--- src/rtl/scale_change_dispenser_pkg.sv ---
// Shared types and constants for the change dispenser: FSM/mode enums, money widths,
// change denominations (largest first) and a saturating coin adder.
package scale_pkg;

  localparam int TOTAL_W = 21;
  localparam int COIN_W  = 11;

  typedef enum logic [1:0] {IDLE, COLLECT, DISPENSE, DONE} state_t;
  typedef enum logic {SALE, REFUND} mode_t;

  // The smallest denomination must stay 1 so any change amount is payable exactly.
  localparam logic [TOTAL_W-1:0] DEN [0:3] = '{21'd1000, 21'd500, 21'd100, 21'd1};

  function automatic logic [TOTAL_W-1:0] sat_add(input logic [TOTAL_W-1:0] a,
                                                 input logic [COIN_W-1:0]  b);
    logic [TOTAL_W:0] s;
    s = {1'b0, a} + {{(TOTAL_W + 1 - COIN_W){1'b0}}, b};
    return s[TOTAL_W] ? {TOTAL_W{1'b1}} : s[TOTAL_W-1:0];
  endfunction

endpackage

--- src/rtl/scale_change_dispenser_change_sel.sv ---
// Greedy change selector: largest denomination not exceeding the amount still owed.
// Purely combinational, zero latency; no handshake of its own.
module change_sel
  import scale_pkg::*;
(
  input  logic [TOTAL_W-1:0] change,
  output logic [1:0]         denom_idx,
  output logic [TOTAL_W-1:0] denom_val
);

  always_comb begin
    denom_idx = 2'd3;
    denom_val = DEN[3];
    if (change >= DEN[0]) begin
      denom_idx = 2'd0;
      denom_val = DEN[0];
    end else if (change >= DEN[1]) begin
      denom_idx = 2'd1;
      denom_val = DEN[1];
    end else if (change >= DEN[2]) begin
      denom_idx = 2'd2;
      denom_val = DEN[2];
    end
  end

endmodule

--- config.mk ---
export PLATFORM = sky130hd
export DESIGN_NAME = change_sel
export DESIGN_NICKNAME = d
export VERILOG_FILES = /design/src/rtl/scale_change_dispenser_pkg.sv /design/src/rtl/scale_change_dispenser_change_sel.sv
export SDC_FILE = /design/constraint.sdc
export NUM_CORES = 1
export LEC_CHECK = 0
export ABC_AREA = 1
export BUFFER_PORTS_ARGS = -buffer_cell sky130_fd_sc_hd__clkbuf_2
export CAP_MARGIN = 10
export CORE_AREA = 2 2 39 41
export DETAILED_ROUTE_END_ITERATION = 12
export DIE_AREA = 0 0 41 43
export PLACE_DENSITY = 0.64
export SLEW_MARGIN = 30
export SYNTH_ARGS = -nofsm -noshare
export SYNTH_HDL_FRONTEND = slang
export SYNTH_SLANG_ARGS = --single-unit
--- constraint.sdc ---
create_clock -name vclk -period 0.8
set_input_delay 0.04 -clock vclk [all_inputs]
set_output_delay 0.04 -clock vclk [all_outputs]
set_load 0.02 [all_outputs]
# == Yosys cells after proc, flatten, opt, wreduce, memory -nomap -nowiden ==
# Index checks and enable logic that the tools add are counted.
# W data, S select, Z words.
# word_totals
inputBits,21
output_inout_bits,23
regBits,0
wordCells,9
# op_classes
muxes,6
n_lt_le_gt_ge,3
# op_table
op,count
$ge A21 B10 Y1 const B,1
$ge A21 B7 Y1 const B,1
$ge A21 B9 Y1 const B,1
$mux W10,1
$mux W9,1
$mux W7,1
$mux W2,2
$mux W1,1

# == Depth between registers and ports, before layout ==
# Gate-level depths: netlist of run 1.
# logic_depth
depth_word,4
ltp_mapped,8
mapped_depth_nobuf,8

# == Worst setup path after synthesis of run 1 ==
# Ideal clock, no wire load.
# synth_timing
path_kind,in2out
startpoint,in change[18]
endpoint,out denom_val[6]
setup_slack_ns,-0.264
arrival_time_ns,1.024
cell_stages,7
t_required_ns,0.760
n_path_buf,1
cell_sequence,nor2_1 nand2_1 nor2_4 nand2_2 nor2_2 inv_1 buf_4
# synth_between
elab_chain_len,4
elab_cells_between_ends,6
cone_classes,order compare (3); mux (3)
# synth_rtl
element,line_no,text
from (decl),scale_change_dispenser_change_sel.sv:6,"input logic [TOTAL_W-1:0] change,"
$ge A21 B7 Y1,scale_change_dispenser_change_sel.sv:20,end else if (change >= DEN[2]) begin
$mux W7,scale_change_dispenser_change_sel.sv:20,
$mux W9,scale_change_dispenser_change_sel.sv:17,end else if (change >= DEN[1]) begin
$mux W10 *,scale_change_dispenser_change_sel.sv:14,if (change >= DEN[0]) begin
to (decl),scale_change_dispenser_change_sel.sv:8,output logic [TOTAL_W-1:0] denom_val
# Mark *: on every way between the ends. The rest lies on a longest branch, timed or not.

# == Final worst setup path of run 1 ==
# layout_timing
startpoint,in change[13]
endpoint,out denom_val[4]
# layout_between
elab_chain_len,3
elab_cells_between_ends,4
cone_classes,order compare (2); mux (2)
# layout_rtl
element,line_no
$ge A21 B9 Y1,scale_change_dispenser_change_sel.sv:17
$mux W9,scale_change_dispenser_change_sel.sv:17
$mux W10 *,scale_change_dispenser_change_sel.sv:14
# Marked as above.

==> key figures, run 1 <==
Place
  – Final Wtd Congestion: between 0.6 and 0.7
  – IO Port Bufs: 30
  – DP HPWL: 614 um
  – Dpl cells: slightly above 100

Pwr
  – Switching part of the total: 0.6083
  – Clk pwr share: 0
  – Sequential share of power: 0
  – Internal: 0.00006630 W
  – P_sw: 0.0001029 W
  – Leak pwr: between 0.3 and 0.4 nW
  – VDD IR max: ~120 uV
  – Cell Pwr Density: 280.0 nW/um^2
  – Combinational power share: 1.000

CTS
  – Setup Buffers After CTS: 0
  – Hold-fix buffer count after cts: 0

Min path
  – Hold endpoint: denom_val[0]
  – HP Start: change[9]
  – Hold Crit Class: in -> out
  – WHS Path Cells: 5

Critical path
  – Worst EP arrival: 880 ps
  – Critical Path Sink Type: output port
  – Slowest stage delay, CP: 150 ps
  – Critical Path Slowest Stage Cell: nor2_4
  – Max FO, Critical Path: 3
  – Critical path's top delay family: simple AND/OR/NAND/NOR gates
  – Worst path most repeated cell: nor2_4
  – Req. time, crit path: 760 ps
  – Worst setup SP type: input port
  – Crit Path Class: in -> out
  – Worst path buffer plus inverter count: 4
  – CP cell instances: buf_6 > nor2_4 > nand2_2 > nor2_4 > nand2_2 > inv_2 > nand2_4 > clkinv_4 > nor2_4 > buf_8

Floorplanning
  – Core Region: 1384 um^2
  – Die area: 1763 um^2
  – Initial Utilization: 0.2161
  – Die Span Y: 43 um
  – IO Pins: 44
  – Chip width: 41 um
  – Num rows: 14

Finish
  – Count of sequential standard cells: 0
  – Most common cell after layout, fill and taps aside: clkbuf_2
  – # nets final: roughly 110
  – Area grow syn2layout: 102.1%
  – # clk buffers: 0
  – Ant diodes: 0
  – Most frequent cells in the layout: clkbuf_2, conb_1, buf_6
  – Post-route insts no fill: about 100
  – Share of cells above drive strength 1: 0.6118
  – Core Util, Final: 0.4367
  – FF+latch area: 0 um^2

STA
  – Unrepaired setup endpoints after global routing: true
  – Fmax achieved: 1084 MHz
  – Max Slew Vio Count: 0
  – Tmin final: 922.1 ps
  – Final hold vios: 0
  – Final worst-path cycle share: 1.153
  – Post-route setup slack: -122.1 ps
  – Final setup viols: 11

Global routing
  – Global-route wire length before repair: 979 um
  – Pin count of the biggest net entering global routing: 5
  – Vias in the first global route: 269
  – Initial antenna violation count: 0
  – Grt ovf: 0
  – GRT Resource Usage Total: 0.07293

Yosys
  – Number of distinct library cells after synthesis: 12
  – Synthesized instance count: 58
  – Seq/Total Area, Yosys: 0
  – Syn_area_per_cell: roughly 5.2 um^2
  – YS warnings: 0
  – Synthesized area: 299.0 um^2

Detailed routing
  – DR vias: between 300 and 400
  – Via density per instance: ~3.6
  – Drt initial violations: 0
  – DRT Pass-1 Iters: 1
  – Antenna viol nets, final: 0
  – WL/cell: 6.921 um
  – Final wirelength: 699 um
  – Drt drc: 0

Run
  – Number of max-cap violations: 0

Status
  – Failing checks: negative setup slack
  – Status: finished with violations
## what timing repair did
item	in CTS	in global routing
endpoints found under the setup margin	11	11
gates cloned	0	0
gates resized for setup	18	27
pin swaps	6	12
## stage by stage
stage | total power (W) | TNS [ps] | worst slack [ps] | cell area (um^2) | hold slack, ps
2_1_floorplan | 0.0001323 | -162.5 | -79.14 | 387.9 | 264.6
3_5_place_dp | 0.0001449 | -1285 | -155.9 | 449.2 | 522.0
5_1_grt | 0.0001859 | -1759 | -200.0 | 604.3 | 553.1
4_1_cts | 0.0001498 | -1348 | -147.9 | 533.0 | 505.6
3_3_place_gp | 0.0001438 | -1084 | -121.7 | 449.2 | 523.5
6_report | 0.0001692 | -962.5 | -122.1 | 604.3 | 506.9
## synth_stat cells
| master | count | area [um^2] |
|---|---|---|
| nor2_1 | 14 | 52.55 |
| nand2_1 | 11 | 41.29 |
| buf_4 | 15 | 112.6 |
| inv_1 | 9 | 33.78 |
| nor2_4 | 1 | 11.26 |
| inv_2 | 1 | 3.750 |
| clkinv_2 | 1 | 5.000 |
| nand4_1 | 1 | 6.260 |
| nor2_2 | 1 | 6.260 |
| nand2_2 | 2 | 12.51 |
| conb_1 | 1 | 3.750 |
| nand3_2 | 1 | 10.01 |
## logic make-up after synthesis
family	count (synthesis)	synth area share
other	1	0.01254
buffers and inverters	26	0.5188
AND/OR/NAND/NOR	31	0.4686
## area by class of cell
class,count,area [um^2]
fillers,145,779.5
inverters,11,48.80
repair buffers,31,280.3
well taps,16,20.02
multi-input cells,43,255.2
## power by group through the flow
stage	Sequential [W]	Clock [W]	Combinational, W
6_report	0	0	0.000169
5_1_grt	0	0	0.000186
4_1_cts	0	0	0.000150
3_5_place_dp	0	0	0.000145
3_3_place_gp	0	0	0.000144
2_1_floorplan	0	0	0.000132
## metal layers
layer | track usage | part of all wire
met5 | 0 | 0
met4 | 0 | 0
met3 | 0 | 0.12
met2 | 0.1469 | 0.59
met1 | 0.08228 | 0.29
## how the worst max path moves through the flow
stage | endpoint | depth (start not counted) | startpoint
2_1_floorplan | denom_val[6] | 7 | change[15]
3_3_place_gp | denom_idx[0] | 9 | change[15]
3_5_place_dp | denom_idx[0] | 9 | change[15]
4_1_cts | denom_val[4] | 10 | change[20]
5_1_grt | denom_val[5] | 8 | change[12]
6_report | denom_val[4] | 10 | change[13]
## worst min-delay path, stage by stage
cell	delay (ps)
clkbuf_2	100
nor2_2	40
nand2_2	90
nor2_4	60
clkbuf_8	140
(Power assumes the default switching activity.)
==> run 2: changes to the inputs <==
- GPL_TIMING_DRIVEN: not set -> 0
==> run 2 against run 1 <==
  * Critical path type unchanged
  * Combinational power is 21% higher
  * Critical path depth is 1 lower
  * Sequential share of layout area stayed put
  * Total power is 21% higher
  * Via count is 12% higher
  * The flow still finishes with violations (negative setup slack)
  * Maximum frequency is 8.3% lower
  * Largest power group unchanged
  * Cell area is 9.9% higher
  * First-iteration DRC count stayed put
  * Sequential cell count stayed put
  * Hold slack worse by 0.95 ps
  * Final cell count is 14% higher
==> key figures, run 2 (synthesized netlist as in run 1, its figures left out) <==
Floorplanning
  – IO Pins: 44
  – Initial Utilization: 0.2161
  – Core Region: 1384 um^2
  – Num rows: 14
  – Die Span Y: 43 um
  – Chip width: 41 um
  – Die area: about 1800 um^2

Detailed routing
  – Drt drc: 0
  – Final wirelength: 698 um
  – WL/cell: 6.070 um
  – DRT Pass-1 Iters: 1
  – Drt initial violations: 0
  – Via density per instance: 3.565
  – DR vias: 410
  – Antenna viol nets, final: 0

STA
  – Fmax achieved: 994.0 MHz
  – Tmin final: 1006 ps
  – Final worst-path cycle share: 1.258
  – Final setup viols: 10
  – Post-route setup slack: -206.0 ps
  – Unrepaired setup endpoints after global routing: true
  – Final setup TNS: -1243 ps
  – Final hold vios: 0
  – Max Slew Vio Count: 0
  – Hold Worst Slack: 506.0 ps

Critical path
  – Max FO, Critical Path: 3
  – Worst setup SP type: input port
  – Crit Path Class: in -> out
  – Worst EP arrival: ~970 ps
  – Critical Path Sink Type: output port
  – Req. time, crit path: 760 ps

Global routing
  – Vias in the first global route: 320
  – Global-route wire length before repair: ~1100 um
  – Grt ovf: 0
  – GRT Resource Usage Total: 0.07892
  – Initial antenna violation count: 0
  – Pin count of the biggest net entering global routing: 6

Pwr
  – Leak pwr: 0.3926 nW
  – Cell Pwr Density: a little over 300 nW/um^2
  – VDD IR max: 135.2 uV
  – Pwr Total: 0.0002053 W

Finish
  – Most common cell after layout, fill and taps aside: clkbuf_2
  – Area grow syn2layout: 122.2%
  – Post-layout instance area: 664.4 um^2
  – # nets final: 122
  – Count of sequential standard cells: 0
  – Multi-input gate area: 245.2 um^2
  – # clk buffers: 0
  – FF+latch area: 0 um^2
  – Ant diodes: 0
  – Share of cells above drive strength 1: 0.6263
  – Fillers: ~150
  – Most frequent cells in the layout: clkbuf_2, buf_4, conb_1

Status
  – Failing checks: negative setup slack
  – Status: finished with violations

Min path
  – Hold Crit Class: in -> out

Place
  – Place WS: -213.5 ps
  – IO Port Bufs: 30
  – Placed cell area: approximately 560 um^2
  – DP HPWL: approximately 660 um
  – Final Wtd Congestion: a little over 0.6

CTS
  – Hold-fix buffer count after cts: 0
  – Setup Buffers After CTS: 0

Run
  – Number of max-cap violations: 0
[run 2: cell types whose count changed in the layout (fill, tap and decap cells not counted), sizes merged]
cell	previous run	this run
clkbuf	16	19
buf	15	26
[run 2: area by class of cell]
cell class / instances / share of cell area
Buffer: 15 / 0.1808
Inverter: 11 / 0.07345
Multi-Input combinational cell: 43 / 0.3691
Tap cell: 16 / 0.03013
Timing Repair Buffer: 30 / 0.3465
[run 2: where the power goes]
| group | internal [W] | switching [W] |
|---|---|---|
| combinational | 0.0000976 | 0.000108 |
| clock | 0 | 0 |
| sequential | 0 | 0 |
[run 2: worst paths after layout]
kind	startpoint	end	slack [ps]	depth (start not counted)
max	change[13]	denom_val[6]	-210	9
min	change[17]	denom_val[3]	510	6
[run 2: critical path: stages]
cell     delay [ps]
buf_6           100
nor2_4           90
nand2_2          70
nor2_4          150
nand2_2         100
nor2_4          160
inv_4            40
buf_6           110
buf_8           110
[run 2: what timing repair did]
action                     in CTS  in global routing
pin swaps                       4                  8
resized for setup              13                 18
setup endpoints to repair      11                 11
[run 2: metrics by stage]
stage / utilization / cells
floorplan: - / 69
detailed placement: 0.4033 / 115
global placement: 0.4033 / 115
CTS: 0.4467 / 115
finish: 0.4801 / 115
global route: 0.4801 / 115
[run 2: routing by layer]
layer | GRT usage | routed length (um)
met5 | 0 | 0
met4 | 0 | 0
met3 | 0 | 87
met2 | 0.1594 | 397
met1 | 0.08861 | 213
==> run 3: changes to the inputs <==
- PLACE_DENSITY: 0.64 -> 0.66
- clock period: 0.8 -> 0.9 ns (I/O delays scaled with it)
==> run 3 against run 2 <==
  * The run still ends with negative setup slack left
  * Die area unchanged
  * Sequential cell count unchanged
  * Via count increased by 3.9%
  * Non-clock buffer count increased by 3
  * Final cell count increased by 2.6%
  * Sequential share of layout area unchanged
  * Critical path depth unchanged
  * Core utilization increased by 2.2 points
  * Worst setup slack improved by 110 ps
  * Critical path type unchanged
  * Highest routed layer unchanged
==> key figures, run 3 (synthesized netlist as in run 1, its figures left out) <==
Detailed routing
  – Drt initial violations: 0
  – DRT Pass-1 Iters: 1
  – WL/cell: between 6 and 7 um
  – Final wirelength: 800 um
  – Drt drc: 0
  – Antenna viol nets, final: 0
  – Via density per instance: 3.610
  – DR vias: between 400 and 500

STA
  – Fmax achieved: between 1000 and 1500 MHz
  – Final worst-path cycle share: 1.107
  – Max Slew Vio Count: 0
  – Hold Worst Slack: 524.6 ps
  – Final hold vios: 0
  – Tmin final: 995.9 ps
  – Unrepaired setup endpoints after global routing: true
  – Post-route setup slack: -95.90 ps
  – Final setup viols: 8
  – Final setup TNS: -416.2 ps

Global routing
  – GRT Resource Usage Total: 0.08492
  – Pin count of the biggest net entering global routing: 6
  – Met2 usage: 0.1844
  – Grt ovf: 0
  – Vias in the first global route: 344
  – GR Util met1: 0.08228
  – GR Util met3: 0
  – Grt peak-use layer: met2
  – Global-route wire length before repair: 1131 um
  – Initial antenna violation count: 0

Finish
  – Most frequent cells in the layout: clkbuf_2, buf_4, conb_1
  – Multi-input gate area: 242.7 um^2
  – FF+latch area: 0 um^2
  – Share of cells above drive strength 1: 0.6569
  – Core Util, Final: 0.5018
  – Area grow syn2layout: 132.2%
  – Fillers: 137
  – # nets final: around 130
  – Most common cell after layout, fill and taps aside: clkbuf_2
  – Ant diodes: 0
  – # clk buffers: 0
  – Count of sequential standard cells: 0

Place
  – DP HPWL: roughly 640 um
  – Final Wtd Congestion: roughly 0.62
  – Place WS: -118.8 ps
  – IO Port Bufs: 30

Floorplanning
  – IO Pins: 44
  – Initial Utilization: 0.2161
  – Core Region: around 1400 um^2
  – Num rows: 14
  – Die area: 1763 um^2
  – Die Span Y: 43 um
  – Chip width: 41 um

Critical path
  – Worst Setup SP: change[20]
  – Worst EP arrival: 950 ps
  – CP cell instances: buf_6 > nor2_4 > nand2_2 > nor2_4 > nand2_2 > nor2_4 > inv_2 > buf_6 > buf_6
  – Critical Path Sink Type: output port
  – Slowest stage delay, CP: 150 ps
  – Max FO, Critical Path: 3
  – Crit Path Class: in -> out
  – Crit path to: denom_val[6]
  – Critical Path Slowest Stage Cell: nor2_4
  – Req. time, crit path: roughly 850 ps
  – Worst setup SP type: input port

Min path
  – Hold Crit Class: in -> out
  – HP Start: change[9]

Run
  – Number of max-cap violations: 0

Pwr
  – Cell Pwr Density: 273.9 nW/um^2
  – Leak pwr: between 0.4 and 0.5 nW
  – Pwr Total: around 0.00019 W
  – VDD IR max: ~120 uV

CTS
  – Hold-fix buffer count after cts: 0

Status
  – Status: finished with violations
  – Failing checks: negative setup slack
## run 3: metrics by stage
step	instance area, um^2	std cells
after detailed placement	518.0	115
after floorplan	347.8	69
final	694.4	118
after CTS	596.8	117
after global placement	518.0	115
after global routing	694.4	118
## run 3: area by class of cell
| type | instances | area share |
|---|---|---|
| multi-input cells | 43 | 0.3495 |
| plain buffers | 15 | 0.1784 |
| repair buffers | 33 | 0.3766 |
| inverters | 11 | 0.06667 |
| well taps | 16 | 0.02883 |
## run 3: worst min path at each step
stage | to | cells past startpoint
final | denom_val[0] | 5
after global routing | denom_val[0] | 5
after CTS | denom_val[0] | 5
after detailed placement | denom_val[0] | 5
after global placement | denom_val[0] | 5
after floorplan | denom_val[0] | 3
## run 3: timing repair
item	CTS	global route
pin swaps	2	10
endpoints found under the setup margin	8	11
gates resized for setup	14	34
buffers inserted	2	1
## run 3: critical path, delay by kind of cell
family | cells | cell delay (ps)
buffers and inverters | 4 | 360
and+or+nand+nor | 5 | 550
## run 3: power by group
part           total, W  leakage (nW)  internal (W)  switching, W
clock network         0             0             0             0
registers             0             0             0             0
logic          0.000190         0.408     0.0000920     0.0000982
## run 3: metal layers
layer / share of wire / vias to the layer above
li1: - / 229
met1: 0.29 / 171
met2: 0.60 / 26
met3: 0.12 / 0
met4: 0 / 0
met5: 0 / -
